===== src/rtl/bus_addr_dec_seq.sv =====
// Registered address decoder: NUM_SLV contiguous 2**SPAN_W windows from 0x0,
// one-hot select held per transaction. Optional DEC_ERR_CNT_EN adds err_cnt.
module bus_addr_dec_seq #(
  parameter int ADDR_W  = 8,
  parameter int NUM_SLV = 4,
  parameter int SPAN_W  = 5
) (
  input  logic               clk,
  input  logic               reset_n,
  input  logic               m_req,
  input  logic [ADDR_W-1:0]  m_addr,
  output logic [NUM_SLV-1:0] s_sel,
  output logic               busy,
  output logic               dec_err
`ifdef DEC_ERR_CNT_EN
  ,
  output logic [7:0]         err_cnt
`endif
);

  // Widened index so the NUM_SLV compare never truncates, even for tiny ADDR_W.
  localparam int IW = ADDR_W + 5;

  typedef enum logic [1:0] {IDLE, ACTIVE, ERR} state_t;

  state_t             state, state_nx;
  logic [NUM_SLV-1:0] sel_nx, dec_sel;
  logic               err_nx;
  logic [IW-1:0]      idx;
  logic               mapped;

  assign idx    = IW'(m_addr >> SPAN_W);
  assign mapped = idx < IW'(NUM_SLV);

  always_comb begin
    dec_sel = '0;
    for (int k = 0; k < NUM_SLV; k++)
      dec_sel[k] = mapped && (idx == IW'(k));
  end

  always_comb begin
    state_nx = state;
    sel_nx   = s_sel;
    err_nx   = dec_err;
    case (state)
      IDLE: begin
        sel_nx = '0;
        err_nx = 1'b0;
        if (m_req) begin
          if (mapped) begin
            state_nx = ACTIVE;
            sel_nx   = dec_sel;
          end else begin
            state_nx = ERR;
            err_nx   = 1'b1;
          end
        end
      end
      ACTIVE: begin
        if (!m_req) begin
          state_nx = IDLE;
          sel_nx   = '0;
        end
      end
      ERR: begin
        if (!m_req) begin
          state_nx = IDLE;
          err_nx   = 1'b0;
        end
      end
      default: begin
        state_nx = IDLE;
        sel_nx   = '0;
        err_nx   = 1'b0;
      end
    endcase
  end

  always_ff @(posedge clk or negedge reset_n) begin
    if (!reset_n) begin
      state   <= IDLE;
      s_sel   <= '0;
      dec_err <= 1'b0;
    end else begin
      state   <= state_nx;
      s_sel   <= sel_nx;
      dec_err <= err_nx;
    end
  end

  assign busy = (state != IDLE);

`ifdef DEC_ERR_CNT_EN
  // Counts IDLE->ERR entries only; saturates rather than wrapping.
  always_ff @(posedge clk or negedge reset_n) begin
    if (!reset_n)
      err_cnt <= 8'h00;
    else if (state == IDLE && state_nx == ERR && err_cnt != 8'hFF)
      err_cnt <= err_cnt + 8'h01;
  end
`endif

endmodule

===== config.mk =====
export PLATFORM = sky130hd
export DESIGN_NAME = bus_addr_dec_seq
export DESIGN_NICKNAME = d
export VERILOG_FILES = /design/src/rtl/bus_addr_dec_seq.sv
export SDC_FILE = /design/constraint.sdc
export NUM_CORES = 1
export LEC_CHECK = 0
export ABC_AREA = 0
export CORE_AREA = 2 2 39 41
export CTS_BUF_LIST = sky130_fd_sc_hd__clkbuf_16
export DETAILED_ROUTE_END_ITERATION = 7
export DIE_AREA = 0 0 41 43
export PLACE_DENSITY = 0.67
export SLEW_MARGIN = 20
export SYNTH_ARGS = -nofsm -noshare
export SYNTH_HDL_FRONTEND = slang
export SYNTH_SLANG_ARGS = --single-unit

===== constraint.sdc =====
create_clock -name clk -period 1.6 [get_ports clk]
set_clock_uncertainty 0.05 [all_clocks]
set_input_delay 0.48 -clock clk [delete_from_list [all_inputs] [get_ports clk]]
set_output_delay 0.48 -clock clk [all_outputs]
set_load 0.005 [all_outputs]

# Yosys cells after proc, flatten, opt, wreduce, memory -nomap -nowiden
# Cells that the tools add are included.
[classes]
n_bitwise = 2
order_cmp = 1
muxes = 12
eq_ne = 9
reduce_logical = 11
[ops]
columns = ["op", "count"]
rows = [
  ["$logic_not 13->1", 1],
  ["$mux 4", 3],
  ["$pmux 4 s3", 1],
  ["$ne 2x2->1 const B", 4],
  ["$eq 3x2->1 const B", 2],
  ["$mux 2", 3],
  ["$reduce_and 2->1", 3],
  ["$logic_and 1x1->1", 4],
  ["$pmux 2 s2", 1],
  ["$eq 3x1->1 const B", 1],
  ["$lt 3x3->1 const B", 1],
  ["$mux 1", 3],
  ["$pmux 1 s3", 1],
  ["$eq 2x1->1 const B", 1],
  ["$eq 2x2->1 const B", 1],
  ["$logic_not 2->1", 1],
  ["$not 1->1", 2],
  ["$reduce_bool 2->1", 1],
  ["$reduce_or 2->1", 1],
]
[totals]
output_inout_bits = 6
in_bits = 11
register_bits = 7
elab_cells = 38

# Longest topological paths before layout
# Gate-level depths: netlist of run 1.
[logic_depth]
ltp_word = 5
mapped_depth = 5
ltp_nobuf = 5

# Worst setup path after synthesis of run 1
# OpenSTA, ideal clock, no wires.
[synth_path]
kind = "register to register"
from = "reg state[0]"
to = "reg s_sel[0]"
t_arrival_ps = 1271
path_slack_ps = 213
period_less_slack_ps = 1387
path_buffers = 0
setup_time_ps = 65
path_stages_with_launch = 5
required_ps = 1485
path_cell_list = "dfrtp_1 -> ha_1 -> or3_4 -> nor3_4 -> a22o_1"
[synth_via]
elab_chain_len = 3
elab_cells_between_ends = 7
cone_classes = "eq/ne (3); mux (1); bitwise (1); reduce/logical (2)"
[synth_lines]
columns = ["item", "line_no", "source"]
rows = [
  ["start: declaration", "26", "state_t state, state_nx;"],
  ["start signal: assignment", "85", "state <= state_nx;"],
  ["$eq 2x1->1 / $eq 2x2->1 (equally long branches)", "45", "case (state)"],
  ["$ne 2x2->1 (no line) / $not 1->1 (equally long branches)", "n/a", ""],
  ["$reduce_and 2->1 (no line)", "n/a", ""],
  ["end signal: assignment", "86", "s_sel <= sel_nx;"],
  ["end: declaration", "12", "output logic [NUM_SLV-1:0] s_sel,"],
]
# Several ways; a longest one is shown, not always the timed one.
# A chain may end at the register's enable or synchronous reset.

# Worst setup path after layout of run 1
[layout_path]
from = "reg state[1]"
to = "reg s_sel[1]"
# The elaborated chain is that of the path after synthesis.

==> results of run 1 <==
[per-stage QoR]
stage               utilization (%)  hold slack [ns]  power, µW  TNS (ns)
floorplan                         -            0.134        443         0
global placement               42.2            0.416        666    -0.469
detailed placement             42.2            0.425        679    -0.593
CTS                            49.9            0.433       1160         0
global route                   50.8            0.462       1250  -0.00822
finish                         50.8            0.420       1160         0
[timing repair]
action,4_1_cts,5_1_grt
hold buffers,0,0
pin swaps,0,2
setup endpoints to repair,4,7
setup buffers,2,0
resized for setup,9,5
[power groups by stage]
stage / registers, µW / clock network (µW) / logic, µW
2_1_floorplan: 242 / 0 / 201
3_3_place_gp: 238 / 0 / 428
3_5_place_dp: 239 / 0 / 440
4_1_cts: 236 / 424 / 500
5_1_grt: 241 / 444 / 564
6_report: 236 / 417 / 509
[worst min-delay path, stage by stage (launching register included)]
cell and delay [ns]:
dfrtp_1 0.33, nand2_1 0.04, o21ai_0 0.06
[placed cells by master (no fill, tap or decap), drive strengths merged]
cell type      instances
a21o                   1
a21oi                  1
a22o                   3
a31oi                  1
a32o                   1
buf                   12
clkbuf                 4
clkdlybuf4s50          5
dfrtp                  7
dlygate4sd2            2
dlymetal6s2s           3
ha                     3
inv                    6
mux2i                  1
nand2                  4
nand4                  1
nor2                   1
nor3                   1
o21ai                  1
o32ai                  1
o41ai                  1
or3                    2
[flip-flops by register name, summed over array words and instances, names as in the netlist]
| register | flops |
|---|---|
| s_sel | 4 |
| state | 2 |
| dec_err | 1 |
[per-layer routing]
| metal | up-vias | track usage, % | wire length (µm) |
|---|---|---|---|
| li1 | 182 | - | - |
| met3 | 0 | 4.71 | 58 |
| met1 | 182 | 16.8 | 433 |
| met4 | 0 | 4.00 | 0 |
| met5 | - | 0 | 0 |
| met2 | 8 | 20.6 | 504 |
[worst min path at each step]
stage,start,end,cells past startpoint
global route,s_sel[1]$_DFFE_PN0P_,s_sel[1]$_DFFE_PN0P_,1
finish,s_sel[3]$_DFFE_PN0P_,s_sel[3]$_DFFE_PN0P_,2
CTS,s_sel[3]$_DFFE_PN0P_,s_sel[3]$_DFFE_PN0P_,2
detailed placement,s_sel[3]$_DFFE_PN0P_,s_sel[3]$_DFFE_PN0P_,2
floorplan,reset_n,dec_err$_DFFE_PN0P_,0
global placement,s_sel[3]$_DFFE_PN0P_,s_sel[3]$_DFFE_PN0P_,2
[cell type report]
| cell class | count | area share [%] |
|---|---|---|
| clock buffer | 3 | 10.7 |
| clock inverter | 1 | 0.534 |
| inverter | 5 | 2.67 |
| multi-input combinational | 23 | 29.9 |
| sequential | 7 | 24.9 |
| tap | 16 | 2.85 |
| timing repair buffer | 23 | 28.5 |
[kinds of logic after synthesis]
family          synth area share (%)
buf+inv                         6.19
simple gates                    15.3
mux                             2.61
compound gates                  20.5
fa+ha+maj                       9.77
flops                           45.6
==> impl_metrics.ini, run 1 <==
[run_status]
status = finished clean

[placed_design]
port_buffers = 11
numPlacedInstances = 72
gp_congestion = 0.826
dp_slack_ns = -0.123
dp_hpwl_um = 695
dpl_cell_area_um2 = 584

[power]
clkPwrFrac_pct = 35.9
p_switching_uw = 339
switching_share_pct = 29.2
pwr-share-seq_pct = 20.3
p_per_area_nw_per_um2 = 1650
ir_drop_mv = 0.676
p_comb_share_pct = 43.8
leakage_uw = 0.000395
p_int_uw = 823

[logic_synthesis]
yosys.cell_count.top_type = dfrtp_1
synth_cell_type_count = 20
synth_flop_cell = dfrtp_1
post-synth-top-area-fraction_pct = 45.6
ys_warn_count = 0
synthArstFlopShare_pct = 100
syn_area_per_cell_um2 = 10.7
postSynthCellCount = 36
yosysSeqAreaShare_pct = 45.6
syn-cell-area_um2 = 384
synth_area_leaders = dfrtp_1 (46%), ha_1 (9.8%), inv_1 (4.9%)
synth_edf_count = 0
yosys_register_bits = 7
ys_top_cells_by_count = dfrtp_1 (7), inv_1 (5), nand2_1 (4), ha_1 (3), a22o_1 (2)
synth_area_leader_cell = dfrtp_1
syn-num-nets = 50

[sta]
maxSlewViolCount = 0
fin_crit_ns = 1.56
hold_viol_final = 0
rsz0062_at_grt = yes
slew_headroom_pct = 76.4
period_share_pct = 97.4
worst_pin_slew_ns = 0.353
fin_ws_ns = 0.0420
timing.fmax_ghz = 0.642
finalSetupViolations = 0

[global_route]
grt_max_degree = 8
grt_pass1_wl_um = 1550
grt_pass1_vias = 362
grt_usage_pct = 13.4
gr-total-overflow = 0
antenna_found_initial = 0

[detailed_routing]
vias_per_cell = 4.77
antenna_left = 0
drc = 0
firstDrtPassIters = 4
wire_per_inst_um = 12.8
routed_wl_um = 996
dr_total_vias = 372
drt_iter0_drc = 13

[floorplan]
io-pin-count = 17
die_area_um2 = 1760
num_rows = 14
die_width_um = 41
design.core.area_um2 = 1380
die_h_um = 43
start_util_pct = 27.8

[critical_path]
r2r_slack_ns = 0.04
cpMostUsedCell = buf_4
critPathMaxFanout = 4
r2r-end = s_sel[1]$_DFFE_PN0P_
crit_required_ns = 1.71
path_cells = buf_4 > buf_4 > ha_4 > or3_4 > nor2_1 > a32o_1
crit_type = flip-flop to flip-flop
arrival_ns = 1.67
critPathTopFamily = simple AND/OR/NAND/NOR gates
endpoint = s_sel[1]$_DFFE_PN0P_
cp-start-kind = flip-flop
path_buf_inv = 2
worstRegToRegCells = 6
path_depth = 6
critPathMaxStageDelay_ns = 0.39
crit_path_end_kind = flip-flop
rr_startpoint = state[1]$_DFFE_PN0P_
crit_start = state[1]$_DFFE_PN0P_
crit_slowest_cell = dfrtp_1

[clocking]
cts_tree = built
cts_buffers = 3
htree_levels = 1
clk-insertion-delay-late_ns = 0.23
cts_sinks = 7
max-clock-path-buffers = 2
clock_tree.root_cell = clkbuf_16
cts.reportedPaths.clkPinSlew_ns = 0.04

[final_layout]
antennaDiodeCount = 0
finalInstanceArea_um2 = 703
fillers = 138
layout.cells.non_filler = 78
area_delta_synth_final_pct = 83.1
multi_input_area_um2 = 210
fin_nets = 77
regArea_um2 = 175
drive_gt1_share_pct = 37.1

[worst_hold_path]
hp-class = flip-flop to flip-flop

[flow_run]
maxCapViolCount = 0
Power figures use the tool's default switching activity.
==> run 2, diff against run 1 <==
--- a/config.mk
+++ b/config.mk
@@ -11,6 +11,7 @@
 export DETAILED_ROUTE_END_ITERATION = 7
 export DIE_AREA = 0 0 41 43
 export PLACE_DENSITY = 0.67
+export SETUP_SLACK_MARGIN = 0.02
 export SLEW_MARGIN = 20
 export SYNTH_ARGS = -nofsm -noshare
 export SYNTH_HDL_FRONTEND = slang
==> impl_metrics.ini, run 2 (same netlist as run 1, synthesis figures left out) <==
[run_status]
status = finished clean

[clocking]
cts.reportedPaths.clkPinSlew_ns = 0.04
clock_tree.root_cell = clkbuf_16
cts_sinks = 7
max-clock-path-buffers = 2
clk-insertion-delay-late_ns = 0.23
cts_buffers = 3
htree_levels = 1
cts_tree = built

[detailed_routing]
drc = 0
drt_iter0_drc = 8
vias_per_cell = 4.94
firstDrtPassIters = 4
antenna_left = 0
wire_per_inst_um = 14.2
routed_wl_um = 1120
dr_total_vias = 390

[power]
power.total_uw = 1180
p_comb_share_pct = 44.4
pwr-share-seq_pct = 20.2
ir_drop_mv = 0.658
p_int_uw = 827
p_per_area_nw_per_um2 = 1670
switching_share_pct = 29.8
p_switching_uw = 351
clkPwrFrac_pct = 35.4
leakage_uw = 0.000360

[final_layout]
final_common_cell = buf_4
final_util_pct = 51.0
fillers = 139
regMostFlops = s_sel
largest_register_ff_count = 4
drive_gt1_share_pct = 39.7
antennaDiodeCount = 0
final_cell_mix = buf_4 (12), dfrtp_1 (7), clkdlybuf4s50_1 (5), dlygate4sd2_1 (5)
area_delta_synth_final_pct = 83.7
fin_nets = 78
reg_top3 = s_sel: 4 flops, state: 2 flops, dec_err: 1 flops

[sta]
holdWs_ns = 0.446
hold_viol_final = 0
worst_pin_slew_ns = 0.357
fin_tns_setup_ns = 0
maxSlewViolCount = 0
fin_ws_ns = 0.0322
fin_crit_ns = 1.57
timing.fmax_ghz = 0.638
slew_headroom_pct = 76.1
period_share_pct = 98.0
finalSetupViolations = 0
rsz0062_at_grt = yes

[global_route]
antenna_found_initial = 0
grt_usage_pct = 13.4
grt_pass1_wl_um = 1550
grt_max_degree = 8
grt_pass1_vias = 362
gr-total-overflow = 0

[critical_path]
cp-start-kind = flip-flop
critPathMaxFanout = 3
critPathTopFamily = simple AND/OR/NAND/NOR gates
crit_type = flip-flop to flip-flop
path_buf_inv = 2
crit_required_ns = 1.71
crit_path_end_kind = flip-flop
critPathMaxStageDelay_ns = 0.41
arrival_ns = 1.68
crit_slowest_cell = or3_4
path_cells = inv_2 > buf_4 > ha_2 > or3_4 > nor2_1 > a32o_1

[worst_hold_path]
hp-class = flip-flop to flip-flop

[floorplan]
num_rows = 14
start_util_pct = 27.8
die_area_um2 = 1760
io-pin-count = 17
die_width_um = 41
design.core.area_um2 = 1380
die_h_um = 43

[flow_run]
maxCapViolCount = 0

[placed_design]
dp_slack_ns = -0.123
gp_congestion = 0.826
dp_hpwl_um = 695
port_buffers = 11
-- run 2: cell types whose count changed in the layout (fill, tap and decap cells not counted) --
cell | before | now
dlygate4sd2_1 | 2 | 5
dlymetal6s2s_1 | 3 | 0
buf_6 | 0 | 1
ha_1 | 1 | 0
ha_2 | 0 | 1
-- run 2: timing repair --
| action | 4_1_cts | 5_1_grt |
|---|---|---|
| hold endpoints to repair | 0 | 0 |
| gates resized for setup | 12 | 4 |
| hold buffers | 0 | 0 |
| pin swaps | 0 | 2 |
| setup endpoints to repair | 6 | 4 |
| setup buffers | 2 | 1 |
-- run 2: final timing paths --
kind	from	end	slack, ns	cells after the start
min in group asynchronous	reset_n	dec_err$_DFFE_PN0P_	0.48	1
min reg2reg	s_sel[2]$_DFFE_PN0P_	s_sel[2]$_DFFE_PN0P_	0.45	1
min	s_sel[2]$_DFFE_PN0P_	s_sel[2]$_DFFE_PN0P_	0.45	1
max	state[1]$_DFFE_PN0P_	s_sel[1]$_DFFE_PN0P_	0.03	6
max reg2reg	state[1]$_DFFE_PN0P_	s_sel[1]$_DFFE_PN0P_	0.03	6
max in group asynchronous	reset_n	s_sel[1]$_DFFE_PN0P_	0.76	1
-- run 2: metrics by stage --
stage / std cells / instance area, µm²
2_1_floorplan: 36 / 384
3_3_place_gp: 72 / 584
3_5_place_dp: 72 / 584
4_1_cts: 78 / 687
5_1_grt: 79 / 706
6_report: 79 / 706
-- run 2: power groups by stage --
stage	clock (µW)	sequential, µW	combinational (µW)
after global placement	0	238	428
after detailed placement	0	239	440
after global routing	444	243	578
final	417	238	523
after CTS	424	236	489
after floorplan	0	242	201
-- run 2: final cells by class --
class	instances	area, µm²	area share, %
clock buffer	3	75.1	10.6
clock inverter	1	3.75	0.532
inverter	5	18.8	2.66
multi-input combinational	23	213	30.1
sequential	7	175	24.8
tap	16	20.0	2.84
timing repair buffer	24	200	28.4
-- run 2: worst register-to-register path: stages (launching register included) --
cell and delay (ns):
dfrtp_1 0.39, inv_2 0.07, buf_4 0.14, ha_2 0.17, or3_4 0.41, nor2_1 0.11
a32o_1 0.17
-- run 2: metal layers --
layer / global-route usage [%] / up-vias / part of all wire (%)
met1: 16.8 / 196 / 41
li1: - / 182 / -
met3: 4.71 / 0 / 5.4
met5: 0 / - / 0
met4: 4.00 / 0 / 0
met2: 20.6 / 12 / 53
==> run 3, diff against run 2 <==
--- a/config.mk
+++ b/config.mk
@@ -8,9 +8,10 @@
 export ABC_AREA = 0
 export CORE_AREA = 2 2 39 41
 export CTS_BUF_LIST = sky130_fd_sc_hd__clkbuf_16
+export CTS_CLUSTER_DIAMETER = 40
 export DETAILED_ROUTE_END_ITERATION = 7
 export DIE_AREA = 0 0 41 43
-export PLACE_DENSITY = 0.67
+export PLACE_DENSITY_LB_ADDON = 0.1
 export SETUP_SLACK_MARGIN = 0.02
 export SLEW_MARGIN = 20
 export SYNTH_ARGS = -nofsm -noshare
==> impl_metrics.ini, run 3 (same netlist as run 1, synthesis figures left out) <==
[detailed_routing]
dr_total_vias = 389
antenna_left = 0
firstDrtPassIters = 3
vias_per_cell = 4.74
routed_wl_um = 994
drc = 0
drt_iter0_drc = 1
wire_per_inst_um = 12.1

[final_layout]
largest_register_ff_count = 4
drive_gt1_share_pct = 48.5
regMostFlops = s_sel
fin_nets = 81
reg_top3 = s_sel: 4 flops, state: 2 flops, dec_err: 1 flops
final_cell_mix = buf_4 (15), dfrtp_1 (7), clkdlybuf4s50_1 (5), dlygate4sd2_1 (5), nand2_1 (4)
final_common_cell = buf_4
finalInstanceArea_um2 = 748
antennaDiodeCount = 0
area_delta_synth_final_pct = 94.8

[critical_path]
crit_path_end_kind = primary output
critPathMaxFanout = 2
crit_start = state[0]$_DFFE_PN0P_
endpoint = busy
r2r_slack_ns = 0.06
cp-start-kind = flip-flop
crit_type = flip-flop to primary output
crit_required_ns = 1.07
rr_startpoint = state[0]$_DFFE_PN0P_
worstRegToRegCells = 6
arrival_ns = 1.05
r2r-end = s_sel[0]$_DFFE_PN0P_

[power]
p_per_area_nw_per_um2 = 1640
ir_drop_mv = 0.855
leakage_uw = 0.000390

[sta]
worst_pin_slew_ns = 0.335
timing.fmax_ghz = 0.634
fin_crit_ns = 1.58
slew_headroom_pct = 77.6
hold_viol_final = 0
fin_tns_setup_ns = 0
fin_ws_ns = 0.0220
finalSetupViolations = 0
maxSlewViolCount = 0
period_share_pct = 98.6
rsz0062_at_grt = yes

[placed_design]
dp_slack_ns = -0.137
port_buffers = 11
dpl_cell_area_um2 = 584
gp_congestion = 0.900
dp_hpwl_um = 721

[global_route]
gr-total-overflow = 0
grt_pass1_vias = 389
grt_max_degree = 8
grt_pass1_wl_um = 1540
grt_usage_pct = 13.7
antenna_found_initial = 0

[flow_run]
maxCapViolCount = 0

[clocking]
cts_buffers = 3
max-clock-path-buffers = 2
clock_tree.root_cell = clkbuf_16
holdBufCountCts = 0
cts.reportedPaths.clkPinSlew_ns = 0.04
htree_levels = 1
clk-insertion-delay-late_ns = 0.23
cts_tree = built
cts_sinks = 7

[floorplan]
num_rows = 14
die_width_um = 41
die_area_um2 = 1760
die_h_um = 43
io-pin-count = 17
start_util_pct = 27.8
design.core.area_um2 = 1380

[worst_hold_path]
hp-class = flip-flop to flip-flop

[run_status]
status = finished clean
==> run 3: worst min path at each step <==
stage,from,end,cells after the start
final,s_sel[3]$_DFFE_PN0P_,s_sel[3]$_DFFE_PN0P_,2
after global routing,s_sel[0]$_DFFE_PN0P_,s_sel[0]$_DFFE_PN0P_,1
after CTS,s_sel[3]$_DFFE_PN0P_,s_sel[3]$_DFFE_PN0P_,2
after detailed placement,s_sel[3]$_DFFE_PN0P_,s_sel[3]$_DFFE_PN0P_,2
after global placement,s_sel[3]$_DFFE_PN0P_,s_sel[3]$_DFFE_PN0P_,2
after floorplan,reset_n,dec_err$_DFFE_PN0P_,0
==> run 3: layer usage <==
layer | global-route usage [%] | vias up | share of wire [%]
met2 | 21.3 | 8 | 55
met1 | 14.4 | 188 | 38
met3 | 8.38 | 2 | 6.4
met4 | 5.33 | 0 | 0.80
met5 | 0 | - | 0
li1 | - | 191 | -
==> run 3: timing repair <==
item / CTS / global route
setup endpoints to repair: 6 / 5
pin swaps: 2 / 6
resized for setup: 13 / 6
hold endpoints to repair: 0 / 0
gates cloned: 0 / 0
buffers inserted: 3 / 4
==> run 3: critical path: stages, from the launching register on <==
cell      delay, ns
dfrtp_1        0.35
inv_2          0.06
buf_12         0.12
ha_4           0.15
inv_2          0.04
clkbuf_2       0.10
==> run 3: area by class of cell <==
type	count	area [µm²]
Timing Repair Buffer	27	231
Tap cell	16	20.0
Sequential cell	7	175
Inverter	5	18.8
Fill cell	123	636
Multi-Input combinational cell	23	224
Clock inverter	1	3.75
Clock buffer	3	75.1
==> run 3: report_power, final <==
group,internal (µW),switching (µW)
Clock,325,95.2
Combinational,333,240
Sequential,215,20.4
Total,873,356
==> run 3: stage by stage <==
stage / total power [µW] / cells / util [%] / hold slack, ns
floorplan: 443 / 36 / - / 0.134
global placement: 663 / 72 / 42.2 / 0.418
detailed placement: 676 / 72 / 42.2 / 0.424
CTS: 1160 / 79 / 50.9 / 0.448
global route: 1310 / 82 / 54.1 / 0.468
finish: 1230 / 82 / 54.1 / 0.432
